<file path="src/rtl/daa_pkg.sv">
// Shared types and default widths for the arithmetic datapath blocks.
package daa_pkg;

    typedef enum logic [1:0] {
        IDLE = 2'd0,
        BUSY = 2'd1,
        DONE = 2'd2
    } div_state_t;

    localparam int DIV_DW    = 16;
    localparam int DIV_VW    = 8;
    localparam int DIV_CNT_W = $clog2(DIV_DW + 1);

endpackage

</file>
<file path="src/rtl/daa_div_step.sv">
// One restoring-division iteration: shift in the next dividend bit, then
// subtract the divisor if it fits.
module daa_div_step #(
    parameter int VW = 8
) (
    input  logic [VW-1:0] pr_in,
    input  logic          msb_in,
    input  logic [VW-1:0] divisor,
    output logic [VW-1:0] pr_out,
    output logic          qbit
);

    logic [VW:0] shifted;

    // The extra top bit keeps the compare exact; after a subtract the result
    // is below the divisor, so a VW-bit difference is sufficient.
    always_comb begin
        shifted = {pr_in, msb_in};
        qbit    = (shifted >= {1'b0, divisor});
        pr_out  = qbit ? (shifted[VW-1:0] - divisor) : shifted[VW-1:0];
    end

endmodule

</file>
<file path="src/rtl/daa_seq_divider.sv">
// Sequential unsigned restoring divider, one quotient bit per cycle, with
// valid/ready handshakes on the operand and result sides.
module daa_seq_divider
    import daa_pkg::*;
#(
    parameter int DW = DIV_DW,
    parameter int VW = DIV_VW
) (
    input  logic          clk,
    input  logic          reset,
    input  logic          in_valid,
    output logic          in_ready,
    input  logic [DW-1:0] dividend,
    input  logic [VW-1:0] divisor,
    output logic          out_valid,
    input  logic          out_ready,
    output logic [DW-1:0] quotient,
    output logic [VW-1:0] remainder,
    output logic          div_by_zero
);

    localparam int CNT_W = $clog2(DW + 1);
    localparam logic [CNT_W-1:0] LAST_STEP = CNT_W'(DW - 1);

    div_state_t     state_q, state_d;
    logic [DW-1:0]  dq_q, dq_d;
    logic [VW-1:0]  pr_q, pr_d;
    logic [VW-1:0]  dvs_q, dvs_d;
    logic [CNT_W-1:0] cnt_q, cnt_d;
    logic           in_ready_q, in_ready_d;
    logic           out_valid_q, out_valid_d;
    logic [DW-1:0]  quotient_q, quotient_d;
    logic [VW-1:0]  remainder_q, remainder_d;
    logic           dbz_q, dbz_d;

    logic [VW-1:0]  step_pr;
    logic           step_qbit;

    daa_div_step #(.VW(VW)) u_step (
        .pr_in   (pr_q),
        .msb_in  (dq_q[DW-1]),
        .divisor (dvs_q),
        .pr_out  (step_pr),
        .qbit    (step_qbit)
    );

    always_comb begin
        state_d     = state_q;
        dq_d        = dq_q;
        pr_d        = pr_q;
        dvs_d       = dvs_q;
        cnt_d       = cnt_q;
        out_valid_d = out_valid_q;
        quotient_d  = quotient_q;
        remainder_d = remainder_q;
        dbz_d       = dbz_q;

        case (state_q)
            IDLE: begin
                if (in_valid && in_ready_q) begin
                    dvs_d = divisor;
                    dq_d  = dividend;
                    pr_d  = '0;
                    cnt_d = '0;
                    if (divisor == '0) begin
                        state_d     = DONE;
                        quotient_d  = '1;
                        remainder_d = '0;
                        dbz_d       = 1'b1;
                    end else begin
                        state_d = BUSY;
                    end
                end
            end
            BUSY: begin
                dq_d  = {dq_q[DW-2:0], step_qbit};
                pr_d  = step_pr;
                cnt_d = cnt_q + CNT_W'(1);
                if (cnt_q == LAST_STEP) begin
                    state_d     = DONE;
                    out_valid_d = 1'b1;
                    quotient_d  = {dq_q[DW-2:0], step_qbit};
                    remainder_d = step_pr;
                    dbz_d       = 1'b0;
                end
            end
            DONE: begin
                // Divide-by-zero enters here with out_valid low; raise it one edge later.
                if (!out_valid_q) begin
                    out_valid_d = 1'b1;
                end else if (out_ready) begin
                    out_valid_d = 1'b0;
                    state_d     = IDLE;
                end
            end
            default: state_d = IDLE;
        endcase

        in_ready_d = (state_d == IDLE);
    end

    always_ff @(posedge clk or posedge reset) begin
        if (reset) begin
            state_q     <= IDLE;
            dq_q        <= '0;
            pr_q        <= '0;
            dvs_q       <= '0;
            cnt_q       <= '0;
            in_ready_q  <= 1'b1;
            out_valid_q <= 1'b0;
            quotient_q  <= '0;
            remainder_q <= '0;
            dbz_q       <= 1'b0;
        end else begin
            state_q     <= state_d;
            dq_q        <= dq_d;
            pr_q        <= pr_d;
            dvs_q       <= dvs_d;
            cnt_q       <= cnt_d;
            in_ready_q  <= in_ready_d;
            out_valid_q <= out_valid_d;
            quotient_q  <= quotient_d;
            remainder_q <= remainder_d;
            dbz_q       <= dbz_d;
        end
    end

    assign in_ready    = in_ready_q;
    assign out_valid   = out_valid_q;
    assign quotient    = quotient_q;
    assign remainder   = remainder_q;
    assign div_by_zero = dbz_q;

endmodule

</file>
<file path="config.mk">
export PLATFORM = sky130hd
export DESIGN_NAME = daa_seq_divider
export DESIGN_NICKNAME = d
export VERILOG_FILES = /design/src/rtl/daa_pkg.sv /design/src/rtl/daa_div_step.sv /design/src/rtl/daa_seq_divider.sv
export SDC_FILE = /design/constraint.sdc
export NUM_CORES = 1
export LEC_CHECK = 0
export CAP_MARGIN = 5
export CORE_ASPECT_RATIO = 0.8
export CORE_UTILIZATION = 57
export DETAILED_ROUTE_END_ITERATION = 8
export PLACE_DENSITY = 0.85
export SYNTH_ARGS = -nofsm -noshare
export SYNTH_HDL_FRONTEND = slang
export SYNTH_HIERARCHICAL = 1
export SYNTH_SLANG_ARGS = --single-unit
</file>
<file path="constraint.sdc">
create_clock -name clk -period 5.42 [get_ports clk]
set_input_delay 1.084 -clock clk [delete_from_list [all_inputs] [get_ports clk]]
set_output_delay 1.084 -clock clk [all_outputs]
set_load 0.01 [all_outputs]
</file>
==> results of run 1 <==
## registers in the layout (all words and copies together), names as in the netlist
name         cells
cnt_q            5
div_by_zero      1
dq_q            16
dvs_q            8
in_ready         1
out_valid        1
pr_q             8
quotient        16
remainder        8
state_q          2
## cell type report
| cell class | count | share of cell area, % |
|---|---|---|
| clock inverter | 6 | 2.83 |
| tap | 78 | 2.40 |
| inverter | 30 | 2.77 |
| multi-input combinational | 201 | 34.6 |
| sequential | 66 | 40.6 |
| timing repair buffer | 56 | 13.7 |
| clock buffer | 10 | 3.14 |
## routing by layer
metal  routed length [um]  global-route usage [%]
met2                 3450                    43.0
met5                    0                       0
met4                  112                    10.9
met3                  379                    6.19
met1                 3290                    36.4
## tightest hold or removal path: cells and delay by family, from the launching register on
kind | cells | cell delay (ns)
simple gates | 1 | 0.06
flops | 1 | 0.34
compound gates | 1 | 0.06
## cell families (layout without fill, tap and decap cells)
logic type / count (synthesis) / after routing / synth area share, %
adder cells (fa/ha/maj): 11 / 11 / 4.43
buffers and inverters: 48 / 102 / 6.71
multiplexers: 17 / 17 / 6.41
flip-flops: 66 / 66 / 50.4
AO/OA/AOI/OAI: 91 / 91 / 19.8
AND/OR/NAND/NOR: 79 / 79 / 11.4
XOR/XNOR: 3 / 3 / 0.801
## worst max path at each step
| stage | from | endpoint | slack, ns | cells past startpoint |
|---|---|---|---|---|
| final | in_valid | quotient[15] | 2.08 | 4 |
| after global routing | in_valid | quotient[12] | 1.92 | 4 |
| after CTS | in_valid | quotient[15] | 2.07 | 4 |
| after detailed placement | in_valid | quotient[15] | 1.72 | 4 |
| after global placement | in_valid | quotient[9] | 1.80 | 4 |
| after floorplan | reset | cnt_q[0] | 2.68 | 1 |
## synth_stat cells (2+ instances only)
master,instances,area share [%]
a22oi_1,8,1.8
mux2_2,8,2.7
a21o_1,4,0.92
clkbuf_1,10,1.1
nor3_1,5,0.76
nor3b_1,2,0.46
a31oi_1,3,0.57
nor2b_1,2,0.38
buf_2,2,0.31
a22oi_2,5,1.9
ha_1,10,3.8
inv_1,30,3.4
and3_1,2,0.38
o21ai_0,12,1.8
nand2_1,25,2.9
nand3_1,6,0.92
mux2i_1,3,0.92
mux2_4,6,2.7
a22o_1,8,2.1
xnor2_1,3,0.80
buf_6,3,1.0
a21oi_1,21,3.2
o22ai_1,16,3.1
o21a_1,2,0.46
nand2b_1,4,0.76
nor2_1,26,3.0
dfrtp_1,65,50
a211o_1,2,0.53
## through the flow
step           instance area, um2  utilization (%)  std cells  hold WS [ns]
5_1_grt                      4070             74.0        447         0.537
6_report                     4070             74.0        447         0.503
4_1_cts                      4070             74.0        447         0.506
3_5_place_dp                 3820             69.6        431         0.490
3_3_place_gp                 3820             69.6        431         0.483
2_1_floorplan                3280                -        315         0.469
## where the power goes
group	total (mW)	switching, mW	internal, mW
Sequential	0.795	0.123	0.672
Combinational	1.27	0.636	0.633
Clock	0.506	0.198	0.307
==> metrics.md, run 1 <==
| Metric | Value |
|---|---|
| Largest net degree at the start of global routing | 67 |
| CTS tree | done |
| Worst path slowest cell | or3_1 |
| # hold bufs at CTS | 0 |
| Die H | 69.8 um |
| Pwr dens | 632 nW/um2 |
| Worst R2R Setup Slack | 2.71 ns |
| Area of the mapped netlist | 3280 um2 |
| Post-synthesis cell count | 315 |
| GRT Residual Overflow | 0 |
| Crit end category | flip-flop |
| Synthesis-to-finish area growth | 24.0% |
| Status | finished clean |
| CP required | 5.67 ns |
| Post-synthesis register bit count | 66 |
| Layout Skew | 0.0105 ns |
| Reg area | 1650 um2 |
| Vias | about 2.5k |
| Pre-antenna DRT Iters | 4 |
| Actual slew at the worst max-slew pin | just over 1 ns |
| Core footprint | about 5500 um2 |
| RSZ-0062 raised after global routing | false |
| PortBufs | 54 |
| Period utilization | approximately three fifths |
| Setup ws final | slightly above 2 ns |
| CTS root buf | clkbuf_8 |
| Final GP Congestion | 0.882 |
| H-tree lvl count | 3 |
| FP Rows | 24 |
| Critical path buffers and inverters | 1 |
| Pre-CTS setup slack | around 1.7 ns |
| Worst path cell trace | clkdlybuf4s50_1 -> nand4bb_2 -> or3_1 -> a22oi_1 |
| Worst slew margin relative to its limit | 32.4% |
| Distinct cell type count after synthesis | 50 |
| Resize count post-CTS | 0 |
| VDD IR max | 0.000310 V |
| Most frequent cells in the layout | dfrtp_1 (65), clkdlybuf4s50_1 (54), inv_1 (29), nor2_1 (26), nand2_1 (25) |
| # fillers | 379 |
| Hold path start | cnt_q[4] |
| WL/cell | approximately 16 um |
| Max Cap Viol | 0 |
| Clock sinks | 66 |
| Hold WC Path Type | flip-flop to flip-flop |
| Starting Density | just under 60% |
| Final hold vios | 0 |
| Num CTS Buffers | 9 |
| Routed Antenna Nets | 0 |
| R2r worst-path depth | 3 |
| Static Leak | 1.82 nW |
| Hold path endpoint | cnt_q[4] |
| Cell depth of the worst min-delay path | 2 |
| Global-route wire length before repair | ~12000 um |
| WL final | 7230 um |
| Asr flop ratio synth | between 90% and 100% |
| CTS clk-pin slew, worst paths | 0.07 ns |
| Number of global-route vias before repair | 2564 |
| Post-CTS Repair Setup Buffers | 0 |
| Crit-path max FO | 29 |
| Commonest non-fill, non-tap cell in the layout | dfrtp_1 |
| Diodes inserted | 0 |
| RR Startpoint | state_q[1] |
| Syn Area/Cell | 10.4 um2 |
| Die area | 6060 um2 |
| Peak Freq | 299 MHz |
| Setup TNS | 0 ns |
| Multi-input logic area | 1410 um2 |
| Initial antenna violation count | 0 |
| Slowest stage delay, CP | 0.97 ns |
| Residual DRC | 0 |
| Post-Syn Nets | 354 |
| # IOs | 55 |
| Final Power | 2.57 mW |
| Crit Path Class | primary input to flip-flop |
| Crit start category | primary input |
| Crit path arrival time | 3.59 ns |
| Clk Latency, worst-skew pair | 0.35 ns |
| Layout cells sized above 1 | 12.2% |
| Setup violations, final | 0 |
| Primary FF master, synth | dfrtp_1 |
| CTS max path bufs | 2 |
| Final Max Slew Viols | 0 |
| Top delay family on crit path | simple AND/OR/NAND/NOR gates |
| Total GRT Usage | 27.2% |
| Number of DRC markers in iteration 0 | 236 |
| Post-layout nets | 403 |
| Die width | between 80 and 90 um |
| R2r endpoint | quotient[15] |
| Minimum clock period | 3.34 ns |
| DPL Wire Length | approximately 4900 um |
| Register area share after synthesis | 50.4% |
| Post-synth EDFFs | 0 |
| Vias per cell | 5.68 |
| Ys Warns | 6 |
Note: power is estimated with default switching activity, not from simulation.
==> run 2, diff against run 1 <==
--- a/config.mk
+++ b/config.mk
@@ -7,9 +7,9 @@
 export LEC_CHECK = 0
 export CAP_MARGIN = 5
 export CORE_ASPECT_RATIO = 0.8
-export CORE_UTILIZATION = 57
+export CORE_UTILIZATION = 48
 export DETAILED_ROUTE_END_ITERATION = 8
-export PLACE_DENSITY = 0.85
+export PLACE_DENSITY = 0.76
 export SYNTH_ARGS = -nofsm -noshare
 export SYNTH_HDL_FRONTEND = slang
 export SYNTH_HIERARCHICAL = 1
==> constraint.sdc (replaced) <==
create_clock -name clk -period 2.96 [get_ports clk]
set_input_delay 0.592 -clock clk [delete_from_list [all_inputs] [get_ports clk]]
set_output_delay 0.592 -clock clk [all_outputs]
set_load 0.01 [all_outputs]
==> run 2 against run 1 <==
Net effect:
- clock skew is 0.0027 ns higher
- cell count is 2.7% higher
- count of clock-buffer cells in the layout stayed put
- non-clock buffer count is 6 higher
- sequential share of layout area is 0.062 points lower
- global-route usage is 4.4 points lower
- register-to-register slack worse by 2.3 ns
- worst setup slack worse by 1.7 ns
- final area is 0.15% higher
- via count is 0.31% lower
- total power is 74% higher
- sequential power is 82% higher
- critical path type is now flip-flop to flip-flop
- critical endpoint is now pr_q[5]
==> metrics.md, run 2 (synthesis gave the netlist of run 1 again) <==
| Metric | Value |
|---|---|
| Max Cap Viol | 0 (unchanged) |
| Diodes inserted | 0 (unchanged) |
| WL/cell | 15.6 um (-3.7%) |
| Cell depth of the worst min-delay path | 1 (-1) |
| Layout Skew | 0.0132 ns (+0.00272 ns) |
| Post-Route Utilization | 62.6% (-11 points) |
| Core footprint | 6510 um2 (+18%) |
| Die area | 7170 um2 (+18%) |
| Critical path buffers and inverters | 0 (-1) |
| CTS root buf | clkbuf_8 |
| CTS tree | done |
| DPL Wire Length | 5060 um (+2.6%) |
| Minimum clock period | 2.59 ns |
| Placed cells | 443 (+2.8%) |
| Crit Path Class | flip-flop to flip-flop |
| # hold bufs at CTS | 0 (unchanged) |
| Gate power share | 52.7% (+3.3 points) |
| Sequential power share | 32.5% (+1.6 points) |
| WL final | 7150 um (-1.1%) |
| RSZ-0062 raised after global routing | false |
| Vias per cell | 5.52 (-2.9%) |
| Synthesis-to-finish area growth | 24.2% |
| Clock group share of total power | 14.8% (-4.9 points) |
| Pwr dens | 1100 nW/um2 (+74%) |
| Global-route wire length before repair | 12600 um (+2.4%) |
| Actual slew at the worst max-slew pin | 0.914 ns (-0.0980 ns) |
| Finished Layout Cells | 459 (+2.7%) |
| Sw frac | 39.1% (+1.8 points) |
| Final Power | 4.47 mW (+74%) |
| H-tree lvl count | 3 (unchanged) |
| VDD IR max | 0.000569 V (+83%) |
| Num CTS Buffers | 9 (unchanged) |
| # IOs | 55 (unchanged) |
| Post-route cell area | 4070 um2 (+0.15%) |
| Hold path start | dvs_q[7] |
| Post-layout nets | 409 (+1.5%) |
| Crit end category | flip-flop |
| Routed Antenna Nets | 0 (unchanged) |
| Status | finished clean |
| Commonest non-fill, non-tap cell in the layout | dfrtp_1 |
| Final GP Congestion | 0.804 (-8.9%) |
| Final hold vios | 0 (unchanged) |
| Worst path slowest cell | o21a_1 |
| Largest net degree at the start of global routing | 43 (-36%) |
| Final Max Slew Viols | 0 (unchanged) |
| Starting Density | 50.4% (-9.3 points) |
| Slowest stage delay, CP | 0.52 ns (-0.45 ns) |
| Worst slew margin relative to its limit | 39.0% (+6.5 points) |
| Top delay family on crit path | compound AO/OA/AOI/OAI gates |
| Clk Latency, worst-skew pair | 0.35 ns (about the same) |
| Setup ws final | 0.368 ns (-1.71 ns) |
| Die H | 75.9 um (+8.7%) |
| Dpl cell area | 3900 um2 (+2.0%) |
| Clock sinks | 66 (unchanged) |
| FP Rows | 26 (+8.3%) |
| CTS max path bufs | 2 (unchanged) |
| Number of DRC markers in iteration 0 | 84 (-64%) |
| Vias | 2532 (-0.31%) |
| Number of global-route vias before repair | 2620 (+2.2%) |
| WHS | 0.508 ns (+0.00446 ns) |
| Initial antenna violation count | 0 (unchanged) |
| Hold WC Path Type | flip-flop to flip-flop |
| Worst path depth | 6 (+2) |
| CP required | 3.19 ns (-2.48 ns) |
| Pre-CTS setup slack | 0.381 ns (-1.34 ns) |
| Worst setup path startpoint | pr_q[5] |
| Total GRT Usage | 22.8% (-4.4 points) |
| Setup TNS | 0 ns (unchanged) |
| R2r worst-path depth | 6 (+3) |
| Power Internal | 2.72 mW (+69%) |
| Crit start category | flip-flop |
| Layout cells sized above 1 | 13.6% (+1.4 points) |
| Residual DRC | 0 (unchanged) |
| Pre-antenna DRT Iters | 4 (unchanged) |
| PortBufs | 54 (unchanged) |
| RR Startpoint | pr_q[5] |
| Peak Freq | about 390 MHz |
| Resize count post-CTS | 0 (unchanged) |
| Worst path cell trace | ha_1 -> a21o_1 -> a2111oi_2 -> o21a_1 -> mux2_4 -> a22o_1 |
| Crit-path max FO | 9 (-69%) |
| CTS clk-pin slew, worst paths | 0.07 ns (about the same) |
| Most frequent cells in the layout | dfrtp_1 (65), clkdlybuf4s50_1 (54), inv_1 (29), nor2_1 (26), nand2_1 (25) |
| Setup violations, final | 0 (unchanged) |
| Post-CTS Repair Setup Buffers | 0 (unchanged) |
| Die width | 94.4 um (+8.8%) |
| Static Leak | 1.83 nW (+0.28%) |
| Period utilization | 87.6% |
| Sw Pwr | 1.75 mW (+83%) |
| GRT Residual Overflow | 0 (unchanged) |
| Crit path arrival time | 2.83 ns (-0.76 ns) |
run 2: cell count changes in the layout (fill, tap and decap cells not counted), sizes merged:
cell / change
buf: +6
clkinv: +3
bufinv: -3
run 2: worst paths after layout:
kind                           endpoint  slack (ns)
max reg2reg                     pr_q[5]        0.37
max                             pr_q[5]        0.37
min in group asynchronous  remainder[2]        0.60
min reg2reg                    dvs_q[7]        0.51
min                            dvs_q[7]        0.51
max in group asynchronous      in_ready        1.68
run 2: worst reg2reg max path: cells and delay by family (launching register included):
family	cells	cell delay, ns
compound gates	4	1.33
mux	1	0.36
flops	1	0.42
fa+ha+maj	1	0.38
run 2: power by group through the flow:
stage	logic [mW]	clock network [mW]	registers, mW
after floorplan	1.84	0	1.43
after global placement	2.24	0	1.45
after detailed placement	2.34	0	1.46
after CTS	2.35	0.676	1.45
after global routing	2.60	0.718	1.50
final	2.36	0.660	1.45
run 2: routing by layer:
layer	share of wire (%)	track usage, %	vias to the layer above
li1	-	-	1223
met1	48	31.9	1243
met2	46	34.8	53
met3	3.9	5.72	13
met4	1.6	7.23	0
met5	0	0	-
run 2: final cells by class:
| cell class | count | area, um2 |
|---|---|---|
| multi-input combinational | 201 | 1410 |
| inverter | 30 | 113 |
| fill | 569 | 2430 |
| sequential | 66 | 1650 |
| tap | 84 | 105 |
| timing repair buffer | 62 | 626 |
| clock inverter | 6 | 43.8 |
| clock buffer | 10 | 128 |
